### src/rtl/actuator_interlock.sv
// Safety interlock between the sequencer and the physical actuator drivers.
// Blocks conflicting requests, adds motor dead-time, times out the fill valve.
module actuator_interlock #(
  parameter int DEAD_CYCLES  = 16,
  parameter int CNT_WIDTH    = 8,
  parameter int FILL_TIMEOUT = 1000,
  parameter int TO_WIDTH     = 16
) (
  input  logic       clk,
  input  logic       rst_n,
  input  logic       ctrl_fill,
  input  logic       ctrl_release,
  input  logic       ctrl_forward,
  input  logic       ctrl_reverse,
  input  logic       fault_clr,
  output logic       drv_valve_in,
  output logic       drv_valve_out,
  output logic       drv_motor_fwd,
  output logic       drv_motor_rev,
  output logic       motor_busy,
  output logic [2:0] fault
);

  typedef enum logic [1:0] {
    M_IDLE,
    M_FWD,
    M_REV,
    M_DEAD
  } mstate_t;

  localparam logic [CNT_WIDTH-1:0] DEAD_LOAD =
    CNT_WIDTH'(DEAD_CYCLES - 1);
  localparam logic [TO_WIDTH-1:0] TO_LAST =
    TO_WIDTH'(FILL_TIMEOUT - 1);

  mstate_t              state;
  mstate_t              state_nxt;
  logic [CNT_WIDTH-1:0] cnt;
  logic [CNT_WIDTH-1:0] cnt_nxt;
  logic [TO_WIDTH-1:0]  to_cnt;
  logic                 lockout;
  logic                 want_fwd;
  logic                 want_rev;
  logic                 timeout;
  logic [2:0]           fault_set;

  assign want_fwd = ctrl_forward & ~ctrl_reverse;
  assign want_rev = ctrl_reverse & ~ctrl_forward;
  assign timeout  = drv_valve_in & (to_cnt == TO_LAST);

  assign fault_set = {
    timeout,
    ctrl_fill & ctrl_release,
    ctrl_forward & ctrl_reverse
  };

  // Motor state and dead-time counter registers.
  always_ff @(posedge clk or negedge rst_n) begin
    if (!rst_n) begin
      state <= M_IDLE;
      cnt   <= '0;
    end else begin
      state <= state_nxt;
      cnt   <= cnt_nxt;
    end
  end

  // Motor next-state: every stop or reversal passes through M_DEAD.
  always_comb begin
    state_nxt = state;
    cnt_nxt   = cnt;
    unique case (state)
      M_IDLE: begin
        if (want_fwd)      state_nxt = M_FWD;
        else if (want_rev) state_nxt = M_REV;
      end
      M_FWD: begin
        if (!want_fwd) begin
          state_nxt = M_DEAD;
          cnt_nxt   = DEAD_LOAD;
        end
      end
      M_REV: begin
        if (!want_rev) begin
          state_nxt = M_DEAD;
          cnt_nxt   = DEAD_LOAD;
        end
      end
      M_DEAD: begin
        if (cnt == '0) begin
          if (want_fwd)      state_nxt = M_FWD;
          else if (want_rev) state_nxt = M_REV;
          else               state_nxt = M_IDLE;
        end else begin
          cnt_nxt = cnt - 1'b1;
        end
      end
      default: state_nxt = M_IDLE;
    endcase
  end

  // Motor drives decode straight from the state flops.
  assign drv_motor_fwd = (state == M_FWD);
  assign drv_motor_rev = (state == M_REV);
  assign motor_busy    = (state != M_IDLE);

  // Valve drives, fill timeout, lockout and sticky faults.
  always_ff @(posedge clk or negedge rst_n) begin
    if (!rst_n) begin
      drv_valve_in  <= 1'b0;
      drv_valve_out <= 1'b0;
      to_cnt        <= '0;
      lockout       <= 1'b0;
      fault         <= '0;
    end else begin
      drv_valve_out <= ctrl_release & ~ctrl_fill;
      drv_valve_in  <= ctrl_fill & ~ctrl_release
                       & ~lockout & ~timeout;
      to_cnt        <= drv_valve_in ? to_cnt + 1'b1 : '0;
      if (!ctrl_fill)   lockout <= 1'b0;
      else if (timeout) lockout <= 1'b1;
      fault <= (fault & ~{3{fault_clr}}) | fault_set;
    end
  end

endmodule

### config.mk
export PLATFORM = sky130hd
export DESIGN_NAME = actuator_interlock
export DESIGN_NICKNAME = d
export VERILOG_FILES = /design/src/rtl/actuator_interlock.sv
export SDC_FILE = /design/constraint.sdc
export NUM_CORES = 1
export LEC_CHECK = 0
export CAP_MARGIN = 10
export CORE_AREA = 2 2 80 82
export DETAILED_ROUTE_END_ITERATION = 10
export DIE_AREA = 0 0 82 84
export DONT_BUFFER_PORTS = 1
export PLACE_DENSITY_LB_ADDON = 0.05
export SYNTH_ARGS = -nofsm -noshare
export SYNTH_HDL_FRONTEND = slang
export SYNTH_SLANG_ARGS = --single-unit
export TNS_END_PERCENT = 5
### constraint.sdc
create_clock -name clk -period 2.9 [get_ports clk]
set_input_delay 0.29 -clock clk [delete_from_list [all_inputs] [get_ports clk]]
set_output_delay 0.29 -clock clk [all_outputs]
set_load 0.02 [all_outputs]
# Word level (Yosys, flattened, before mapping)
# Cells that the tools add are included.
# totals
wordCells,58
register_bits,32
in_bits,7
out_inout_bits,8
# op_classes
n_addsub,2
n_mux,15
bitwise,18
n_reduce_logical,6
eq_ne,10
# ops
op,n
two-way mux 8 bit,3
one-hot mux 8 bit (3 select lines),1
"adder 16 x 1 -> 16 bit, second input constant",1
"== test 16 x 10 -> 1 bit, second input constant",1
two-way mux 16 bit,1
two-way mux 2 bit,7
AND 1 bit,9
logical NOT 8 bit,1
"inequality test 2 bit, second input constant",4
one-hot mux 2 bit (4 select lines),1
AND reduction 4 bit,2
"subtractor 8 x 1 -> 8 bit, second input constant",1
NOT 1 bit,6
"== test 2 bit, second input constant",2
AND 3 bit,1
"inequality test 3 bit, second input constant",1
NOT 3 bit,1
bitwise OR 3 bit,1
nonzero test 3 bit,1
"== test 2 x 1 -> 1 bit, second input constant",1
logical NOT 2 bit,1
two-way mux 1 bit,2
"inequality test 2 x 1 -> 1 bit, second input constant",1
nonzero test 2 bit,1

# Logic depth before layout (Yosys ltp)
# Gate-level depths: netlist of the first run.
# depth
word_depth,6
depth_mapped,7

# Least setup slack after synthesis of the first run
# No wires, ideal clock.
# synth_timing
path_type,register -> register
start,register cnt[4]
end,register state[0]
stages_incl_launch_ff,6
arrival_ps,2015
setup_time_ps,127
path_buffers,1
slack_ps,758
path_cell_list,dfrtp_1 -> or3_4 -> or4_4 -> buf_6 -> a221o_1 -> mux2_1
# synth_via
elab_chain_len,3
# synth_lines
element,line_no,source
from (decl),38,logic [CNT_WIDTH-1:0] cnt;
from (signal assigned),64,cnt <= cnt_nxt;
logical NOT 8 bit,90,if (cnt == '0) begin
inequality test 2 bit (no line),-,
AND reduction 4 bit (no line),-,
to (signal assigned),63,state <= state_nxt;
to (decl),36,mstate_t state;
# No other way between the ends.
# A chain may end at the register's enable or synchronous reset.

# Worst setup path after layout of the first run
# layout_timing
start,register state[0]
end,register state[0]
# layout_via
elab_chain_len,3
word_cells_on_any_way,10
classes_between,eq/ne: 7; mux: 1; reduce/logical: 2
# layout_lines
element,line_no,source
== test 2 bit *,-,
named net drv_motor_rev,19,"output logic drv_motor_rev,"
inequality test 2 bit (no line),-,
AND reduction 4 bit (no line),-,
# The timed path passes the listed nets; every way through them passes the cells marked *.

==> impl_metrics.json, run 1 <==
{
  "vias_per_cell": 5.02,
  "core.rowCount": 29,
  "syn_inst": 174,
  "hold_viol_final": 0,
  "clk_pin_slew_ns": 0.07,
  "maxCapViolCount": 0,
  "p_per_area_mw_per_mm2": 671,
  "power_mw": 1.33,
  "diodes": 0,
  "cts_setup_buffers": 0,
  "finalSetupTns_ns": 0,
  "fin_util_pct": 32.5,
  "yosysTopAreaCellShare_pct": 45.5,
  "die_area_mm2": 0.00689,
  "postRouteAntennaNets": 0,
  "yosysUniqueCellTypes": 43,
  "finalMaxSlewViolations": 0,
  "yosys_most_used_dff": "dfrtp_1",
  "yosys_register_bits": 32,
  "setup_viol": 0,
  "placed_cells": 248,
  "relSlewSlack_pct": 64.2,
  "cts_buffer_depth": 2,
  "antenna_found_initial": 0,
  "firstDrtPassIters": 4,
  "placed_area_mm2": 0.00184,
  "critPathMaxFanout": 8,
  "area_delta_synth_final_pct": 12.4,
  "ys_seq_area_share_pct": 45.5,
  "start_util_pct": 28.9,
  "cp.arrival_ns": 2.39,
  "stdcell_area_mm2": 0.00198,
  "yosysWarnings": 0,
  "grt-ovfl-total": 0,
  "io_pins": 15,
  "port_buffers": 0,
  "htree_levels": 2,
  "layout-drive-gt1-share_pct": 6.08,
  "p_leak_nw": 0.861,
  "fin_skew_ns": 0.0110,
  "cts-root-buf": "clkbuf_8",
  "die_height_um": 84,
  "synth-async-reset-ratio_pct": 100,
  "worst_setup_path_start_kind": "flop",
  "period_share_pct": 77.0,
  "synth_area_leaders": "dfrtp_1, ha_1, and2_1",
  "gp_congestion": 0.802,
  "drt_wl_total_um": 3800,
  "drc": 0,
  "peakVddDrop_mv": 0.418,
  "min_period_ns": 2.23,
  "clk_latency_ns": 0.29,
  "wl_per_cell_um": 14.7,
  "critPathKind": "flop to flop",
  "dr_total_vias": 1296,
  "synth_top_area_cell": "dfrtp_1",
  "synth_edf_count": 0,
  "min_path_type": "primary input to flop",
  "syn_area_per_cell_um2": 10.1,
  "die_w_um": 82,
  "grt_max_degree": 33,
  "syn_area_mm2": 0.00176,
  "grt_pass1_vias": 1378,
  "grt_pass1_wl_um": 6580,
  "nNetsFinal": 197,
  "initialDrtViolationCount": 23,
  "tightest_slew_ns": 0.537,
  "design.core.area_mm2": 0.00610,
  "stdcell_count": 258,
  "tritoncts": "built",
  "grt_use_total_pct": 12.4,
  "end_kind": "flop",
  "numCtsBuffers": 5,
  "cts_sinks": 32,
  "cp.required_ns": 3.06,
  "status": "finished, final reports clean",
  "fmax_mhz": 448,
  "dp_hpwl_um": 2620,
  "rsz0062_at_grt": "false",
  "synth_fp_nets": 191
}
==> worst max-delay path, stage by stage, from the launching register on <==
cell,delay (ns)
dfrtp_1,0.41
inv_1,0.09
ha_1,0.30
a22oi_1,0.46
inv_1,0.19
a221o_1,0.33
mux2_1,0.33
==> sequential cells by signal, indices dropped and copies added, names as in the netlist <==
register	count
fault	3
drv_valve_out	1
cnt	8
to_cnt	16
drv_valve_in	1
lockout	1
state	2
==> Yosys cell counts (4+ instances only) <==
master	instances
nor4_1	7
inv_1	15
ha_1	10
nand2_1	8
xor2_1	4
nand2b_1	5
nand3_1	6
xnor2_1	6
and2_1	15
nor3_1	5
a31oi_1	5
o21ai_0	5
dfrtp_1	32
==> power breakdown <==
group | leakage, nW | internal, mW | switching, mW
sequential | 0.417 | 0.483 | 0.0422
combinational | 0.388 | 0.130 | 0.246
clock | 0.0552 | 0.255 | 0.174
total | 0.861 | 0.867 | 0.462
==> metrics by stage <==
stage	worst slack, ns	hold slack [ns]
finish	0.667	0.0657
global route	0.525	0.0496
CTS	0.669	0.0496
detailed placement	0.695	-0.00411
global placement	0.743	-0.00447
floorplan	0.758	-0.00559
==> cells by family after synthesis <==
family	Yosys count	synth area share [%]
AOI/OAI and AO/OA	35	14.2
xor gates and xnor gates	10	4.97
adders and majority gates	10	7.10
buffers and inverters	19	4.47
DFF	32	45.5
muxes	4	2.41
and+or+nand+nor	64	21.4
==> layout by cell type, fill, tap and decap left out, types with 3 or more instances in the layout <==
| cell | netlist | final |
|---|---|---|
| a21boi_0 | 3 | 3 |
| nor2b_1 | 3 | 3 |
| clkbuf_8 | 0 | 5 |
| nor3_1 | 5 | 5 |
| o31ai_1 | 3 | 3 |
| nor2_1 | 3 | 3 |
| nor4_1 | 7 | 7 |
| nand3_1 | 6 | 6 |
| dfrtp_1 | 32 | 32 |
| a31oi_1 | 5 | 5 |
| xnor2_1 | 6 | 6 |
| nand4_1 | 3 | 3 |
| inv_1 | 15 | 15 |
| nand2_1 | 8 | 8 |
| ha_1 | 10 | 10 |
| o21ai_0 | 5 | 5 |
| and2_1 | 15 | 15 |
| nand2b_1 | 5 | 5 |
| xor2_1 | 4 | 4 |
==> path summary, 6_finish.rpt <==
| kind | end | depth (start not counted) | slack (ns) | start |
|---|---|---|---|---|
| hold / removal | drv_valve_out | 1 | 0.07 | ctrl_fill |
| setup reg to reg | state[0] | 6 | 0.67 | state[0] |
| min in group asynchronous | to_cnt[11] | 2 | 0.45 | rst_n |
| hold reg to reg | to_cnt[0] | 1 | 0.45 | to_cnt[0] |
| setup / recovery | state[0] | 6 | 0.67 | state[0] |
| max in group asynchronous | cnt[5] | 2 | 2.26 | rst_n |
==> final cells by class <==
class                   count  area [µm²]
clock buffers               6        72.6
multi-input cells         123         882
well taps                  77        96.3
clock inverters             2        35.0
inverters                  15        56.3
repair buffers              3        37.5
fillers                   616        4120
flip-flops and latches     32         801
==> layer usage <==
metal | vias to the layer above | routed length (µm) | global-route usage (%)
met2 | 15 | 1920 | 20.7
li1 | 635 | - | -
met1 | 639 | 1690 | 14.5
met3 | 7 | 121 | 4.00
met4 | 0 | 75 | 4.85
met5 | - | 0 | 0
==> timing repair <==
action	in CTS	in global routing
resized for setup	0	0
hold buffers	2	0
endpoints found under the hold margin	32	0
Note: power is estimated with default switching activity, not from simulation.
==> run 2: changes to the inputs <==
- clock period: 2.9 -> 2.25 ns (I/O delays scaled with it)
==> run 2 against run 1 <==
  * Core utilization up 0.84 points
  * Sequential cell count unchanged
  * Non-clock buffer count up 4
  * Clock skew down 0.0056 ns
  * Sequential power up 29%
  * Setup slack worse by 0.52 ns
==> impl_metrics.json, run 2 (synthesis gave the netlist of run 1 again) <==
{
  "dp_slack_ns": 0.158,
  "min_period_ns": 2.10,
  "clk_latency_ns": 0.28,
  "critPathMaxFanout": 4,
  "htree_levels": 2,
  "grt-ovfl-total": 0,
  "postRouteAntennaNets": 0,
  "diodes": 0,
  "tightest_slew_ns": 0.496,
  "gp_congestion": 0.716,
  "fin_skew_ns": 0.00540,
  "worst_setup_path_start_kind": "flop",
  "start_util_pct": 28.9,
  "crit_end": "state[0]",
  "cp.required_ns": 2.41,
  "relSlewSlack_pct": 66.9,
  "maxCapViolCount": 0,
  "core.rowCount": 29,
  "grt_max_degree": 33,
  "fmax_mhz": 476,
  "largest_register": "to_cnt",
  "finalSetupTns_ns": 0,
  "antenna_found_initial": 0,
  "io_pins": 15,
  "multiInputGateArea_um2": 882,
  "grt_use_total_pct": 12.3,
  "numCtsBuffers": 5,
  "setup.worst_path.start": "cnt[4]",
  "peakVddDrop_mv": 0.629,
  "clk_pin_slew_ns": 0.07,
  "fin_util_pct": 33.3,
  "ff2ff_path_depth": 4,
  "period_share_pct": 93.3,
  "min_path_type": "primary input to flop",
  "layout-drive-gt1-share_pct": 8.11,
  "power_mw": 1.79,
  "nNetsFinal": 201,
  "reg2reg_to": "state[0]",
  "cp.arrival_ns": 2.26,
  "vias_per_cell": 4.98,
  "wl_per_cell_um": 14.3,
  "final_cell_mix": "dfrtp_1, inv_1, and2_1",
  "port_buffers": 0,
  "finalMaxSlewViolations": 0,
  "end_kind": "flop",
  "drt_wl_total_um": 3740,
  "status": "finished, final reports clean",
  "met3_wirelength_um": 84,
  "critPathKind": "flop to flop",
  "design.core.area_mm2": 0.00610,
  "hold_viol_final": 0,
  "rrSetupSlack_ns": 0.15,
  "die_area_mm2": 0.00689,
  "dp_hpwl_um": 2590,
  "cts_sinks": 32,
  "grt_pass1_vias": 1379,
  "regArea_um2": 801,
  "rsz0062_at_grt": "false",
  "fillers": 640,
  "final_common_cell": "dfrtp_1",
  "cts-root-buf": "clkbuf_8",
  "cts_setup_buffers": 0,
  "dr_total_vias": 1305,
  "cts_buffer_depth": 2,
  "dr.max_layer_used": "met4",
  "drt-met1-wl_um": 1740,
  "largest_reg_flops": 16,
  "r2r-start": "cnt[4]",
  "grt_pass1_wl_um": 6550,
  "firstDrtPassIters": 6,
  "top_regs": "to_cnt: 16 flops, cnt: 8 flops, fault: 3 flops",
  "die_w_um": 82,
  "p_per_area_mw_per_mm2": 883,
  "initialDrtViolationCount": 44,
  "setup_viol": 0,
  "die_height_um": 84,
  "p_leak_nw": 0.887,
  "route.met2.wl_um": 1860,
  "drc": 0,
  "area_delta_synth_final_pct": 15.3,
  "fin_ws_ns": 0.150,
  "tritoncts": "built"
}
## run 2: cell count changes in the layout (fill, tap and decap cells not counted), sizes merged
cell | previous run | this run
clkinv | 1 | 0
clkbuf | 6 | 7
buf | 2 | 5
dlygate4sd3 | 1 | 2
## run 2: how the worst min path moves through the flow
stage                     startpoint         to  slack (ns)  cells past startpoint
final                      fault_clr   fault[2]        0.05                      1
after global routing       fault_clr   fault[2]        0.05                      1
after CTS                  fault_clr   fault[2]        0.03                      1
after detailed placement       rst_n  to_cnt[7]       -0.07                      0
after global placement         rst_n  to_cnt[8]       -0.07                      0
after floorplan                rst_n     cnt[0]       -0.07                      0
## run 2: what timing repair did
item	in CTS	in global routing
hold endpoints to repair	33	0
gates resized for setup	0	0
hold buffers	3	0
## run 2: layer usage
| metal | global-route usage [%] | vias up |
|---|---|---|
| li1 | - | 647 |
| met1 | 15.7 | 640 |
| met2 | 19.9 | 12 |
| met3 | 3.03 | 6 |
| met4 | 4.55 | 0 |
| met5 | 0 | - |
## run 2: per-stage QoR
stage | cell area, µm² | instances | hold slack [ns]
floorplan | 1760 | 174 | -0.0706
global placement | 1870 | 251 | -0.0696
detailed placement | 1870 | 251 | -0.0694
CTS | 2030 | 262 | 0.0349
global route | 2030 | 262 | 0.0535
finish | 2030 | 262 | 0.0498
## run 2: layout make-up
cell class / count / area share [%]
multi-input combinational: 123 / 43.4
sequential: 32 / 39.4
clock buffer: 7 / 4.74
tap: 77 / 4.74
timing repair buffer: 7 / 3.45
inverter: 15 / 2.77
clock inverter: 1 / 1.48
## run 2: critical path, cell delays in order, from the launching register on
cell     delay, ns
dfrtp_1       0.42
or3_4         0.41
or4_4         0.49
a221o_1       0.34
mux2_1        0.32
## run 2: power breakdown
| part | total (mW) | switching, mW | internal, mW |
|---|---|---|---|
| Sequential | 0.677 | 0.0545 | 0.622 |
| Combinational | 0.506 | 0.330 | 0.175 |
| Clock | 0.611 | 0.220 | 0.391 |
| Total | 1.79 | 0.605 | 1.19 |
